[src/rtl/mul_iter_if.sv]
// Request/response bundle for the iterative multiplier.
// Ports: master drives in_valid/in_op/in_a/in_b/in_tag/out_ready and receives in_ready/out_valid/out_result/out_tag.
// Modports: master (requester/consumer side), slave (multiplier side).
interface mul_iter_if #(
    parameter int WIDTH = 32,
    parameter int TAG_W = 4
);
    logic             in_valid;
    logic             in_ready;
    logic [1:0]       in_op;
    logic [WIDTH-1:0] in_a;
    logic [WIDTH-1:0] in_b;
    logic [TAG_W-1:0] in_tag;
    logic             out_valid;
    logic             out_ready;
    logic [WIDTH-1:0] out_result;
    logic [TAG_W-1:0] out_tag;

    modport master (
        output in_valid, in_op, in_a, in_b, in_tag, out_ready,
        input  in_ready, out_valid, out_result, out_tag
    );

    modport slave (
        input  in_valid, in_op, in_a, in_b, in_tag, out_ready,
        output in_ready, out_valid, out_result, out_tag
    );
endinterface

[src/rtl/mul_iter.sv]
// Iterative shift-add multiplier (MUL/MULH/MULHU/MULHSU) on sign-magnitude operands, one multiplier bit per cycle.
// Latency: WIDTH cycles accept->out_valid; with MUL_ITER_EARLY_OUT_EN defined, max(1, MSB index of |b| + 1) cycles.
// Backpressure: one operation in flight; result held in DONE until out_ready, in_ready low until the block is idle again.
// Ports: clk, rst (async active-high), flush (sync abort), bus (mul_iter_if.slave request/response bundle).
// Optional macro: MUL_ITER_EARLY_OUT_EN -- finish as soon as the remaining multiplier is zero.
module mul_iter #(
    parameter int WIDTH = 32,
    parameter int TAG_W = 4
) (
    input  logic          clk,
    input  logic          rst,
    input  logic          flush,
    mul_iter_if.slave     bus
);
    localparam int CNT_W = $clog2(WIDTH);
    localparam logic [CNT_W-1:0] LAST_CNT = CNT_W'(WIDTH - 1);

    localparam logic [1:0] OP_MUL    = 2'b00;
    localparam logic [1:0] OP_MULH   = 2'b01;
    localparam logic [1:0] OP_MULHSU = 2'b11;

    if ((WIDTH < 4) || ((WIDTH % 2) != 0)) begin : g_bad_width
        $error("mul_iter: WIDTH must be even and at least 4");
    end

    typedef enum logic [1:0] {
        IDLE = 2'b00,
        BUSY = 2'b01,
        DONE = 2'b10
    } state_t;

    state_t             state;
    state_t             state_next;

    logic [1:0]         op;
    logic [TAG_W-1:0]   tag;
    logic [WIDTH-1:0]   mcand;
    logic [WIDTH-1:0]   mplier;
    logic               neg;
    logic [2*WIDTH-1:0] acc;
    logic [CNT_W-1:0]   cnt;

    logic               accept;
    logic               last;
    logic               in_ready_c;
    logic               out_valid_c;

    // Operand conditioning at accept time. Magnitudes are kept as unsigned
    // WIDTH-bit values, so negating the most-negative input yields exactly
    // 2^(WIDTH-1) and never overflows.
    logic               a_signed;
    logic               b_signed;
    logic               a_neg;
    logic               b_neg;
    logic [WIDTH-1:0]   a_mag;
    logic [WIDTH-1:0]   b_mag;

    assign a_signed = (bus.in_op == OP_MULH) || (bus.in_op == OP_MULHSU);
    assign b_signed = (bus.in_op == OP_MULH);
    assign a_neg    = a_signed & bus.in_a[WIDTH-1];
    assign b_neg    = b_signed & bus.in_b[WIDTH-1];
    assign a_mag    = a_neg ? (~bus.in_a + WIDTH'(1)) : bus.in_a;
    assign b_mag    = b_neg ? (~bus.in_b + WIDTH'(1)) : bus.in_b;

    assign accept   = bus.in_valid & in_ready_c;

    // Edge that processes the final multiplier bit.
    always_comb begin
        last = 1'b0;
`ifdef MUL_ITER_EARLY_OUT_EN
        last = (cnt == LAST_CNT) || (mplier[WIDTH-1:1] == '0);
`else
        last = (cnt == LAST_CNT);
`endif
    end

    always_ff @(posedge clk or posedge rst) begin
        if (rst) begin
            state <= IDLE;
        end else begin
            state <= state_next;
        end
    end

    // flush overrides every other transition, including acceptance in IDLE
    // (in_ready_c already masks it) and the DONE handshake.
    always_comb begin
        state_next  = state;
        in_ready_c  = 1'b0;
        out_valid_c = 1'b0;
        case (state)
            IDLE: begin
                in_ready_c = ~flush;
                if (bus.in_valid && !flush) begin
                    state_next = BUSY;
                end
            end
            BUSY: begin
                if (last) begin
                    state_next = DONE;
                end
            end
            DONE: begin
                out_valid_c = 1'b1;
                if (bus.out_ready) begin
                    state_next = IDLE;
                end
            end
            default: begin
                state_next = IDLE;
            end
        endcase
        if (flush) begin
            state_next = IDLE;
        end
    end

    always_ff @(posedge clk or posedge rst) begin
        if (rst) begin
            op     <= '0;
            tag    <= '0;
            mcand  <= '0;
            mplier <= '0;
            neg    <= 1'b0;
            acc    <= '0;
            cnt    <= '0;
        end else if (accept) begin
            op     <= bus.in_op;
            tag    <= bus.in_tag;
            mcand  <= a_mag;
            mplier <= b_mag;
            neg    <= a_neg ^ b_neg;
            acc    <= '0;
            cnt    <= '0;
        end else if ((state == BUSY) && !flush) begin
            if (mplier[0]) begin
                acc <= acc + ({{WIDTH{1'b0}}, mcand} << cnt);
            end
            mplier <= mplier >> 1;
            cnt    <= cnt + CNT_W'(1);
        end
    end

    // Sign is re-applied on the way out; acc/neg/op are frozen in DONE so the
    // selected half stays stable until the handshake.
    logic [2*WIDTH-1:0] product;

    assign product        = neg ? (~acc + (2*WIDTH)'(1)) : acc;
    assign bus.out_result = (op == OP_MUL) ? product[WIDTH-1:0] : product[2*WIDTH-1:WIDTH];
    assign bus.out_tag    = tag;
    assign bus.in_ready   = in_ready_c;
    assign bus.out_valid  = out_valid_c;
endmodule

[src/flat_wrapper.sv]
// flat-port wrapper written by rule: the top's interface ports become plain ports
module mul_iter_flat 
#(
    parameter int WIDTH = 32,
    parameter int TAG_W = 4
)
  (clk, rst, flush, bus_in_valid, bus_in_op, bus_in_a, bus_in_b, bus_in_tag, bus_out_ready, bus_in_ready, bus_out_valid, bus_out_result, bus_out_tag);
  mul_iter_if #(.WIDTH(WIDTH), .TAG_W(TAG_W)) bus_i ();
  input  logic clk;
  input  logic rst;
  input  logic flush;
  input wire logic [$bits(bus_i.in_valid)-1:0] bus_in_valid;
  input wire logic [$bits(bus_i.in_op)-1:0] bus_in_op;
  input wire logic [$bits(bus_i.in_a)-1:0] bus_in_a;
  input wire logic [$bits(bus_i.in_b)-1:0] bus_in_b;
  input wire logic [$bits(bus_i.in_tag)-1:0] bus_in_tag;
  input wire logic [$bits(bus_i.out_ready)-1:0] bus_out_ready;
  output wire logic [$bits(bus_i.in_ready)-1:0] bus_in_ready;
  output wire logic [$bits(bus_i.out_valid)-1:0] bus_out_valid;
  output wire logic [$bits(bus_i.out_result)-1:0] bus_out_result;
  output wire logic [$bits(bus_i.out_tag)-1:0] bus_out_tag;
  assign bus_i.in_valid = bus_in_valid;
  assign bus_i.in_op = bus_in_op;
  assign bus_i.in_a = bus_in_a;
  assign bus_i.in_b = bus_in_b;
  assign bus_i.in_tag = bus_in_tag;
  assign bus_i.out_ready = bus_out_ready;
  assign bus_in_ready = bus_i.in_ready;
  assign bus_out_valid = bus_i.out_valid;
  assign bus_out_result = bus_i.out_result;
  assign bus_out_tag = bus_i.out_tag;
  mul_iter #(.WIDTH(WIDTH), .TAG_W(TAG_W)) u_core (.clk(clk), .rst(rst), .flush(flush), .bus(bus_i));
endmodule
[config.mk]
export PLATFORM = sky130hd
export DESIGN_NAME = mul_iter_flat
export DESIGN_NICKNAME = d
export VERILOG_FILES = /design/src/rtl/mul_iter_if.sv /design/src/rtl/mul_iter.sv /design/src/flat_wrapper.sv
export SDC_FILE = /design/constraint.sdc
export NUM_CORES = 1
export LEC_CHECK = 0
export BUFFER_PORTS_ARGS = -buffer_cell sky130_fd_sc_hd__buf_4
export CAP_MARGIN = 10
export CORE_MARGIN = 3
export CORE_UTILIZATION = 60
export DETAILED_ROUTE_END_ITERATION = 10
export MAX_ROUTING_LAYER = met4
export PLACE_DENSITY = 0.8
export SYNTH_ARGS = -nofsm -noshare
export SYNTH_HDL_FRONTEND = slang
export SYNTH_SLANG_ARGS = --single-unit
[constraint.sdc]
create_clock -name clk -period 6.3 [get_ports clk]
set_clock_uncertainty 0.2 [all_clocks]
set_input_delay 1.26 -clock clk [delete_from_list [all_inputs] [get_ports clk]]
set_output_delay 1.26 -clock clk [all_outputs]
set_load 0.02 [all_outputs]
==> results of run 1 <==
-- final timing paths --
kind	cells past startpoint	end	slack, ps
max	17	u_core.acc[61]	610
min	2	u_core.bus.out_tag[3]	290
max reg2reg	17	u_core.acc[61]	610
min reg2reg	2	u_core.bus.out_tag[3]	290
max in group asynchronous	3	u_core.acc[17]	3930
min in group asynchronous	2	u_core.acc[61]	760
-- synthesized netlist by cell type (40+ instances only) --
| cell type | n | area share (%) |
|---|---|---|
| nand2_1 | 303 | 8.3 |
| a21oi_1 | 116 | 4.2 |
| nor2_1 | 152 | 4.2 |
| a31oi_1 | 45 | 2.1 |
| xnor2_1 | 87 | 5.6 |
| ha_1 | 68 | 6.2 |
| clkbuf_1 | 88 | 2.4 |
| o21ai_0 | 186 | 6.8 |
| a21o_1 | 40 | 2.2 |
| dfrtp_1 | 142 | 26 |
| mux2i_1 | 44 | 3.2 |
| xor2_1 | 89 | 5.7 |
-- report_power, final --
part | switching (mW) | leakage, nW | internal (mW)
registers | 0.285 | 1.83 | 1.09
clock network | 0.467 | 0.280 | 0.560
logic | 1.88 | 4.63 | 1.25
-- through the flow --
step           setup slack [ps]  cells
2_1_floorplan              1030   1778
3_3_place_gp                857   2086
3_5_place_dp                781   2086
4_1_cts                     633   2118
5_1_grt                     316   2118
6_report                    609   2118
-- metal layers --
metal  track usage [%]  up-vias  wire, um
li1                  -     6479         -
met3              5.03       87      3030
met1              47.6     6286     18500
met4              11.2        0      1310
met2              53.5      555     18800
met5                 -        -         0
-- flip-flops by register name (all words and copies together) (netlist names) --
| register | flops |
|---|---|
| u_core.acc | 64 |
| u_core.bus.out_tag | 4 |
| u_core.cnt | 5 |
| u_core.mcand | 32 |
| u_core.mplier | 32 |
| u_core.neg | 1 |
| u_core.op | 2 |
| u_core.state | 2 |
-- worst reg2reg max path, delay by kind of cell (launching register included) --
kind	cells	cell delay, ps
AOI/OAI and AO/OA	6	1700
adders and majority gates	1	480
buffers and inverters	1	300
DFF	1	760
muxes	4	1330
and+or+nand+nor	5	810
-- kinds of logic after synthesis --
| family | share of synthesized area [%] |
|---|---|
| buffers and inverters | 3.73 |
| muxes | 8.41 |
| DFF | 26.0 |
| xor gates and xnor gates | 11.3 |
| adders and majority gates | 6.37 |
| and+or+nand+nor | 21.5 |
| AOI/OAI and AO/OA | 22.8 |
-- area by class of cell --
class	count	area share, %
Multi-Input combinational cell	1502	63.3
Timing Repair Buffer	130	6.42
Sequential cell	142	23.4
Clock buffer	18	2.82
Tap cell	280	2.30
Inverter	32	0.823
Clock inverter	14	0.971
==> impl_summary.md, run 1 <==
Timing
The final critical path takes up 90.3% of the cycle. In the final timing run, aggregate negative setup slack is 0 ps. The time the final worst path needs with I/O delays and setup is 5690 ps.

The worst hold slack is 285 ps. The highest achievable clock rate is 176 MHz. Setup repair after global routing left no endpoint under its margin. The final number of max-transition violations is 0. The final hold violation count is 0. Measured against its own limit, the worst slew margin works out to 24.0%. Setup violations remaining at the end of the flow were counted as 0. At the pin with the least slew margin, the transition time is 1140 ps.

Floorplan
The die is 157 um tall. From left edge to right edge, the die measures 157 um. Once the floorplan was initialized, standard cells occupied 61.9% of the core. 113 I/O pins were placed. The core footprint is 0.0221 sq mm. The total number of placement rows is 54. The area of the die is 0.0246 sq mm.

Power
The power per unit of standard cell area is 364 mW/mm^2. The analysis attributes to cell leakage a power of 6.73 nW. The maximum ir drop on the vdd rail is 0.000206 V. Summing internal, switching and leakage power gives 5.54 mW.

Logic synthesis
Synthesis produced a netlist whose cell count is 1778. Summing every instance area after synthesis gives 0.0137 sq mm. The fraction of synthesis flops using an asynchronous set or reset pin is 100%. The prevailing post-synth register cell is dfrtp_1.

Synthesis produced a netlist with a net count of 1922. The number of flops mapped to enable cells by yosys is 0. Synthesis instantiated 63 different standard cells from the library. The number of synthesized register bits is 142. The sequential share of the synthesized area is 26.0%. The total number of yosys warnings is 0. The synthesized area divided by synthesized cell count is 7.69 sq um.

Layout
In the final layout, the share of cells above drive strength 1 is 12.3%. The number of antenna diodes in the final layout is 0. In the layout the commonest cells are 302 x nand2_1, 186 x o21ai_0, 150 x nor2_1, 140 x dfrtp_1, 130 x buf_4.

Cells fill 68.9% of the core in the end. The area used by sequential logic in the layout is 0.00356 sq mm. The library cell used most frequently in the layout, excluding fill and tap cells, is nand2_1. The number of nets in the layout is 1969.

The number of inserted filler cells in the final layout is 1886. The area of combinational cells with multiple inputs is 0.00963 sq mm. After routing the design area is 0.0152 sq mm. From synthesis to final layout, the design area changed by 11.2%.

Clock tree
The H-tree was split into 4 levels. The maximum clock path buffer count is 2. After clock tree synthesis, the clock-pin slew on the worst setup and hold paths is 70 ps. The CTS tree is yes. The count of cells resized by post-cts repair is 0. Once the clock tree was built, the setup fixing pass inserted 0 buffers.

For the worst-skew pair, the clock arrives at the later sink with an insertion delay of 430 ps. Counting the buffers created by CTS gives 17. The clock net sink count is 142. The cell sitting at the root of the clock tree is a clkbuf_16. The hold buffer count at CTS is 0.

Worst setup path
The worst setup path is captured at a flip-flop. The type of the worst setup path is reg2reg. Data arrives at the worst endpoint at 5810 ps.

In this design, the critical path's most frequently occurring cell is mux2i_1. The startpoint identified for the worst register-to-register timing path is u_core.cnt[0]. The startpoint type of the worst setup path is a flip-flop. The critical path buffer and inverter count is 1.

In this run the worst setup path begins at u_core.cnt[0]. The signal on the critical path passes through buf_4 -> mux4_2 -> mux2i_1 -> nand2_1 -> o21ai_0 -> mux2i_1 -> ha_1 -> nand4_1 -> nor3_1 -> o2111ai_1 -> a31oi_1 -> nor3_1 -> o31ai_1 -> a211oi_1 -> o31ai_1 -> mux2i_1 -> nand3_1. The peak per-stage delay on the critical path is 760 ps. For this design, the slowest cell found on the critical path is dfrtp_2. At the worst endpoint, the required time is 6410 ps.

Along the worst path, the maximum fanout reaches 27. In this design, the largest share of critical-path delay is due to compound AO/OA/AOI/OAI gates.

GRT
The total overflow left after global routing is 0. The overall global routing resource usage is 34.8%. The number of global-route vias before repair is 12500. The number of antenna violations at the first check in global routing was 0. The largest net degree at the start of global routing is 131. The first global-routing pass estimated 66300 um of wire.

Placement
The final weighted congestion of routability-driven global placement is 0.995. Detailed placement finished with a half-perimeter wire length of 32000 um. Summing all placed instances gives a cell area of 0.0146 sq mm. Port buffering added 112 buffers.

Hold path
The kind of path behind the tightest hold check is reg2reg. The startpoint of the most critical hold path is u_core.bus.out_tag[3].

Drt
The number of detailed-routing iterations run before antenna repair is 6. The routed wire length is 41600 um. In the routed design, unresolved DRC markers number 0. The detailed router's first-iteration violation count is 1234. Using the TritonRoute via totals, the vias-per-cell ratio works out to 6.33. The detail route stage leaves a number of antenna-violating nets equal to 0.

The final routed wire length divided by cell count is 19.6 um. Across all layers, the routed design uses 13400 vias.

Run
Across the run, the number of max-cap violations was 0.

Run status
The flow ran to the end, and the final reports show no timing, DRC or antenna violations.
No activity file was read; power rests on OpenSTA's default activity.
==> run 2: changes to the inputs <==
--- a/config.mk
+++ b/config.mk
@@ -11,2 +11,3 @@
 export CORE_UTILIZATION = 60
+export CTS_BUF_LIST = sky130_fd_sc_hd__clkbuf_4
 export DETAILED_ROUTE_END_ITERATION = 10
--- a/constraint.sdc
+++ b/constraint.sdc
@@ -4,2 +4,2 @@
 set_output_delay 1.26 -clock clk [all_outputs]
-set_load 0.02 [all_outputs]
+set_load 0.05 [all_outputs]
==> run 2 against run 1 <==
Combinational power is 6.7% higher. Global-route usage decreased by 0.64 points. Fmax fell by 4.4%. Worst setup slack worse by 260 ps. Via count grew 0.22%. Final area decreased by 2.2%. Clock-buffer cell count unchanged. Sequential power about the same.
==> impl_summary.md, run 2 (same netlist as run 1, synthesis figures left out) <==
Clock tree
Clock tree synthesis selected as its root buffer the cell clkbuf_4. The maximum clock path buffer count is 2 (unchanged). TritonCTS built the clock tree. The hold buffer count at CTS is 0 (unchanged). The count of cells resized by post-cts repair is 0 (unchanged). The number of H-tree levels came to 4 (unchanged). The clock net sink count was 142 (unchanged). The clock insertion delay at the later pin of the skew report came to 600 ps (+170 ps). The register clock-pin slew on the reported worst setup and hold paths is 140 ps (+70 ps).

The setup fix buffers added after clock tree synthesis is 0 (unchanged). The number of clock buffers inserted by TritonCTS is 17 (unchanged).

GRT
The number of antenna violations at the first check in global routing is 1 (+1). The overflow left after global routing came to 0 (unchanged). The number of global-route vias before repair was 12400 (-0.70%). The global-route wire length before repair is 65200 um (-1.7%). The overall global routing resource usage is 34.1% (-0.64 points). The largest net degree at the start of global routing came to 131 (unchanged).

Timing
The final hold violation count is 0 (unchanged). The time the final worst path needs with I/O delays and setup is 5960 ps (+264 ps). The setup TNS after final layout is 0 ps (unchanged). The measured slew at the worst slew-check pin came to 1150 ps (+16.0 ps).

The worst hold slack is 306 ps (+21.0 ps). The final number of max-transition violations is 0 (unchanged). The highest achievable clock rate was 168 MHz (-4.4%). Setup repair after global routing left no endpoint under its margin.

The post-route fraction of the period consumed by the critical path is 94.5% (+4.2 points). The headroom to the max-slew limit came to 23.1% (-0.88 points). The number of setup violations in the final report came to 0 (unchanged).

Placement
The final weighted congestion of routability-driven global placement came to 0.999 (+0.41%). The number of instances in the placed design is 2083 (-0.14%). The post-detailed-placement half-perimeter wirelength is 32100 um (+0.29%). The count of input and output buffers is 112 (unchanged).

Floorplan
The core footprint came to 0.0221 sq mm (unchanged). The area of the die is 0.0246 sq mm (unchanged). The die height came to 157 um (unchanged).

The total number of placement rows is 54 (unchanged). The effective utilization at floorplan is 61.9% (unchanged). The die extent in x was 157 um (unchanged). The I/O pin count is 113 (unchanged).

Power
The maximum ir drop on the vdd rail is 0.000226 V (+9.7%). The post-route total power is 5.32 mW (-4.1%). The power per unit of standard cell area is 357 mW/mm^2 (-2.0%). The reported leakage power is 6.58 nW (-2.3%).

Layout
The largest registers in the layout are u_core.acc: 64 flops, u_core.mcand: 32 flops, u_core.mplier: 32 flops. The largest register by flop count is u_core.acc. The most frequent standard cell in the layout excluding fill and tap cells is nand2_1. The synthesis-to-layout area growth is 8.85%. The number of non-filler instances in the completed layout is 2117 (-0.047%).

The library cells used most frequently in the layout, excluding fill and tap cells, are 302 x nand2_1, 186 x o21ai_0, 150 x nor2_1, 140 x dfrtp_1, 127 x buf_4. The flip-flop count of the largest register, all copies and words added is 64 (unchanged). The number of nets in the layout is 1967 (-0.10%).

The share of final-layout standard cells stronger than drive strength 1 is 12.3% (-0.041 points).

Drt
The final routed wire length divided by cell count is 19.5 um (-0.94%). The detailed router's first-iteration violation count is 1279 (+3.6%). The via count is 13400 (+0.22%). The number of design rule violations left after detail routing is 0 (unchanged).

The via density per instance is 6.35 (+0.27%). The number of detailed-routing iterations run before antenna repair is 5 (-1). The number of antenna-violating nets in the routed design is 0 (unchanged). The routed wire length came to 41200 um (-0.99%).

Hold path
The instance count along the most critical hold path was 2 (unchanged). The kind of path behind the tightest hold check is reg2reg. The startpoint identified for the worst hold timing path is u_core.bus.out_tag[2]. The sink of the worst hold path is u_core.bus.out_tag[2].

Worst setup path
The required time of the critical path is 4840 ps (-1570 ps). The depth of the worst register-to-register path was 15 (-2). The worst setup path is launched from a flip-flop. The highest fanout seen on the critical path is 7 (-74%). The critical path endpoint category is an output port. The source of the worst register-to-register timing path is u_core.cnt[0].

The setup path with the least slack is of type reg2out. The internal reg-to-reg setup slack came to 460 ps (-150 ps). The arrival time of data at the critical path endpoint is 4500 ps (-1310 ps). The worst register-to-register path ends at u_core.acc[62].

Run
The number of max-cap violations is 0 (unchanged).

Run status
The run finished with clean final reports.
run 2: area by class of cell:
class                   instances  area, sq um
multi-input cells            1502         9630
repair buffers                128          965
diodes                          1         2.50
clock inverters                14          123
well taps                     280          350
fillers                      1944         7210
flip-flops and latches        142         3560
clock buffers                  18          135
inverters                      32          125
run 2: worst max-delay path by stage:
| stage | endpoint | start | slack (ps) |
|---|---|---|---|
| final | bus_out_result[31] | u_core.acc[17] | 340 |
| after global routing | u_core.acc[62] | u_core.cnt[0] | 100 |
| after CTS | bus_out_result[31] | u_core.acc[17] | 280 |
| after detailed placement | u_core.acc[62] | u_core.cnt[0] | 660 |
| after global placement | u_core.acc[62] | u_core.cnt[0] | 670 |
| after floorplan | bus_out_result[28] | u_core.acc[16] | 770 |
run 2: worst max-delay path: stages, from the launching register on:
cell and delay, ps:
dfrtp_1 530, or4_4 580, or4_1 440, or3b_1 430, or2_1 330, or3_4 400
or3_4 360, o41ai_2 250, xor2_1 280, a21oi_1 110, buf_4 200
run 2: power by group:
part           total, mW  internal [mW]  leakage (nW)  switching (mW)
clock network      0.579          0.174         0.136           0.405
logic               3.35           1.26          4.62            2.09
registers           1.39           1.09          1.83           0.298
run 2: metrics by stage:
stage / util, % / setup slack (ps) / cell area (sq um)
4_1_cts: 67.3 / 284 / 14900
6_report: 67.4 / 345 / 14900
5_1_grt: 67.4 / 96.0 / 14900
2_1_floorplan: - / 768 / 13700
3_5_place_dp: 66.1 / 658 / 14600
3_3_place_gp: 66.1 / 666 / 14600
run 2: layer usage:
metal	vias up	routed length (um)	GRT usage [%]	part of all wire [%]
met5	-	0	-	0
li1	6469	-	-	-
met4	0	1130	10.7	2.8
met3	73	2910	4.67	7.1
met2	537	18700	52.5	45
met1	6358	18400	47.0	45
==> run 3: changes to the inputs <==
Clock period 6.3 ns to 7.62 ns, I/O delays scaled along.
==> run 3 against run 2 <==
Sequential cell count unchanged. First-iteration DRC count decreased by 2.0%. Critical endpoint is now u_core.acc[62]. Core utilization increased by 0.14 points. Cell count decreased by 0.24%. Critical path type is now reg2reg. Critical path depth increased by 5. Wire length decreased by 1.9%. Final area increased by 0.21%. Via count decreased by 0.34%. Clock-buffer cell count decreased by 1. Combinational power decreased by 19%.
==> impl_summary.md, run 3 (same netlist as run 1, synthesis figures left out) <==
Layout
The number of non-filler instances in the completed layout came to 2112 (-0.24%). The largest register by flop count is u_core.acc. The final instance area came to 0.0149 sq mm (+0.21%). The post-route core utilization came to 67.5% (+0.14 points). The share of final-layout standard cells stronger than drive strength 1 is 12.0% (-0.24 points). The number of inserted filler cells in the final layout is 1928 (-0.82%). The synthesis-to-layout area growth is 9.08%. The library cell used most frequently in the layout, excluding fill and tap cells, is nand2_1. The largest registers in the layout are u_core.acc: 64 flops, u_core.mcand: 32 flops, u_core.mplier: 32 flops. The number of nets in the layout is 1962 (-0.25%). The top cell types in the final layout, fill and taps aside, are 302 x nand2_1, 186 x o21ai_0, 150 x nor2_1, 140 x dfrtp_1, 122 x buf_4.

The flip-flop count of the largest register, all copies and words added is 64 (unchanged).

Floorplan
The I/O pin count is 113 (unchanged). The effective utilization at floorplan was 61.9% (unchanged). The core footprint came to 0.0221 sq mm (unchanged). The die height is 157 um (unchanged). The die extent in x is 157 um (unchanged). The area of the die came to 0.0246 sq mm (unchanged). The total number of placement rows is 54 (unchanged).

GRT
The number of global-route vias before repair is 12400 (+0.23%). The overflow left after global routing came to 0 (unchanged). The global-route wire length before repair was 64600 um (-0.95%).

The overall global routing resource usage came to 33.6% (-0.54 points). The number of antenna violations at the first check in global routing is 1 (unchanged). The largest net degree at the start of global routing was 131 (unchanged).

Placement
The post-detailed-placement half-perimeter wirelength is 31200 um (-2.9%). The final weighted congestion of routability-driven global placement came to 1.07 (+6.7%). The count of input and output buffers came to 112 (unchanged). The number of instances in the placed design is 2078 (-0.24%). The cell area after placement is 0.0146 sq mm (-0.26%). The post-placement setup slack came to 1440 ps (+777 ps).

Clock tree
The number of H-tree levels came to 4 (unchanged). The clock insertion delay at the later pin of the skew report was 600 ps (about the same). TritonCTS built the clock tree. The count of cells resized by post-cts repair is 0 (unchanged).

The number of clock buffers inserted by TritonCTS is 17 (unchanged). The register clock-pin slew on the reported worst setup and hold paths is 160 ps (+20 ps). The cell sitting at the root of the clock tree is a clkbuf_4.

The clock net sink count was 142 (unchanged). The setup fix buffers added after clock tree synthesis is 0 (unchanged). The maximum clock path buffer count was 2 (unchanged). The hold buffer count at CTS is 0 (unchanged).

Worst setup path
The worst setup path is captured at a flip-flop. The depth of the worst register-to-register path is 15 (unchanged). The highest fanout seen on the critical path is 30 (+23). The internal reg-to-reg setup slack came to 1270 ps (+810 ps). In this run the critical register-to-register path is captured at u_core.acc[62]. The type of the worst setup path is reg2reg. The startpoint identified for the worst register-to-register timing path is u_core.cnt[1]. The worst setup path is launched from a flip-flop.

The arrival time of data at the critical path endpoint is 6650 ps (+2150 ps). The launching element of the worst setup path is u_core.cnt[1]. The required time of the critical path came to 7920 ps (+3080 ps).

Drt
The routed wire length is 40400 um (-1.9%). The number of detailed-routing iterations run before antenna repair is 6 (+1). The detailed router's first-iteration violation count was 1254 (-2.0%). The number of antenna-violating nets in the routed design is 0 (unchanged).

The number of design rule violations left after detail routing came to 0 (unchanged). The via density per instance was 6.34 (-0.11%). The final routed wire length divided by cell count is 19.1 um (-1.7%).

The via count is 13400 (-0.34%).

Power
The reported leakage power is 6.59 nW (+0.20%). The post-route total power is 4.47 mW (-16%). The maximum ir drop on the vdd rail was 0.000178 V (-21%). The power per unit of standard cell area is 300 mW/mm^2 (-16%).

Run
The number of max-cap violations is 0 (unchanged).

Timing
The final critical path takes up 83.3% of the cycle. The final worst slack is 1270 ps (+925 ps). The final hold violation count is 0 (unchanged). The worst hold slack is 301 ps (-5.59 ps).

The final number of max-transition violations is 0 (unchanged). The highest achievable clock rate is 157 MHz. The number of setup violations in the final report is 0 (unchanged).

The headroom to the max-slew limit is 24.1% (+1.0 points). Setup repair after global routing left no endpoint under its margin. The measured slew at the worst slew-check pin came to 1140 ps (-15.4 ps).

The setup TNS after final layout came to 0 ps (unchanged). The time the final worst path needs with I/O delays and setup is 6350 ps.

Hold path
The path with the worst hold slack has its endpoint at u_core.bus.out_tag[3]. The kind of path behind the tightest hold check is reg2reg. The startpoint identified for the worst hold timing path is u_core.bus.out_tag[3]. The instance count along the most critical hold path was 2 (unchanged).

Run status
The flow ran to the end, and the final reports show no timing, DRC or antenna violations.
[run 3: worst max-delay path by stage]
stage	to	slack [ps]	depth (start not counted)
finish	u_core.acc[62]	1270	15
global route	u_core.acc[56]	800	15
CTS	u_core.acc[56]	1390	14
detailed placement	u_core.acc[62]	1440	14
global placement	u_core.acc[62]	1500	14
floorplan	bus_out_result[28]	1820	10
[run 3: worst max-delay path, stage by stage, from the launching register on]
cell,delay (ps)
dfrtp_1,1030
buf_4,330
mux4_2,340
mux2_2,300
o21ai_0,480
o22ai_1,170
ha_1,420
and3_1,250
nand4_1,140
or3_1,360
o211ai_1,420
o21ai_1,310
o41ai_1,910
a211o_1,300
nor3b_1,60
a211o_1,220
[run 3: final cells by class]
cell class / instances / area [sq um] / area share, %
sequential: 142 / 3560 / 23.8
tap: 280 / 350 / 2.35
clock buffer: 17 / 128 / 0.856
antenna: 1 / 2.50 / 0.0168
clock inverter: 15 / 199 / 1.33
multi-input combinational: 1502 / 9630 / 64.5
timing repair buffer: 123 / 927 / 6.22
inverter: 32 / 125 / 0.839
[run 3: power breakdown]
part	internal (mW)	switching, mW
sequential	0.902	0.272
combinational	1.03	1.70
clock	0.215	0.353
total	2.15	2.32
[run 3: per-layer routing]
layer  global-route usage (%)  wire length (um)  vias to the layer above
met5                        -                 0                        -
met4                     11.0              1390                        0
met3                     4.78              2910                       89
met2                     51.2             18100                      531
met1                     46.4             18000                     6319
li1                         -                 -                     6452
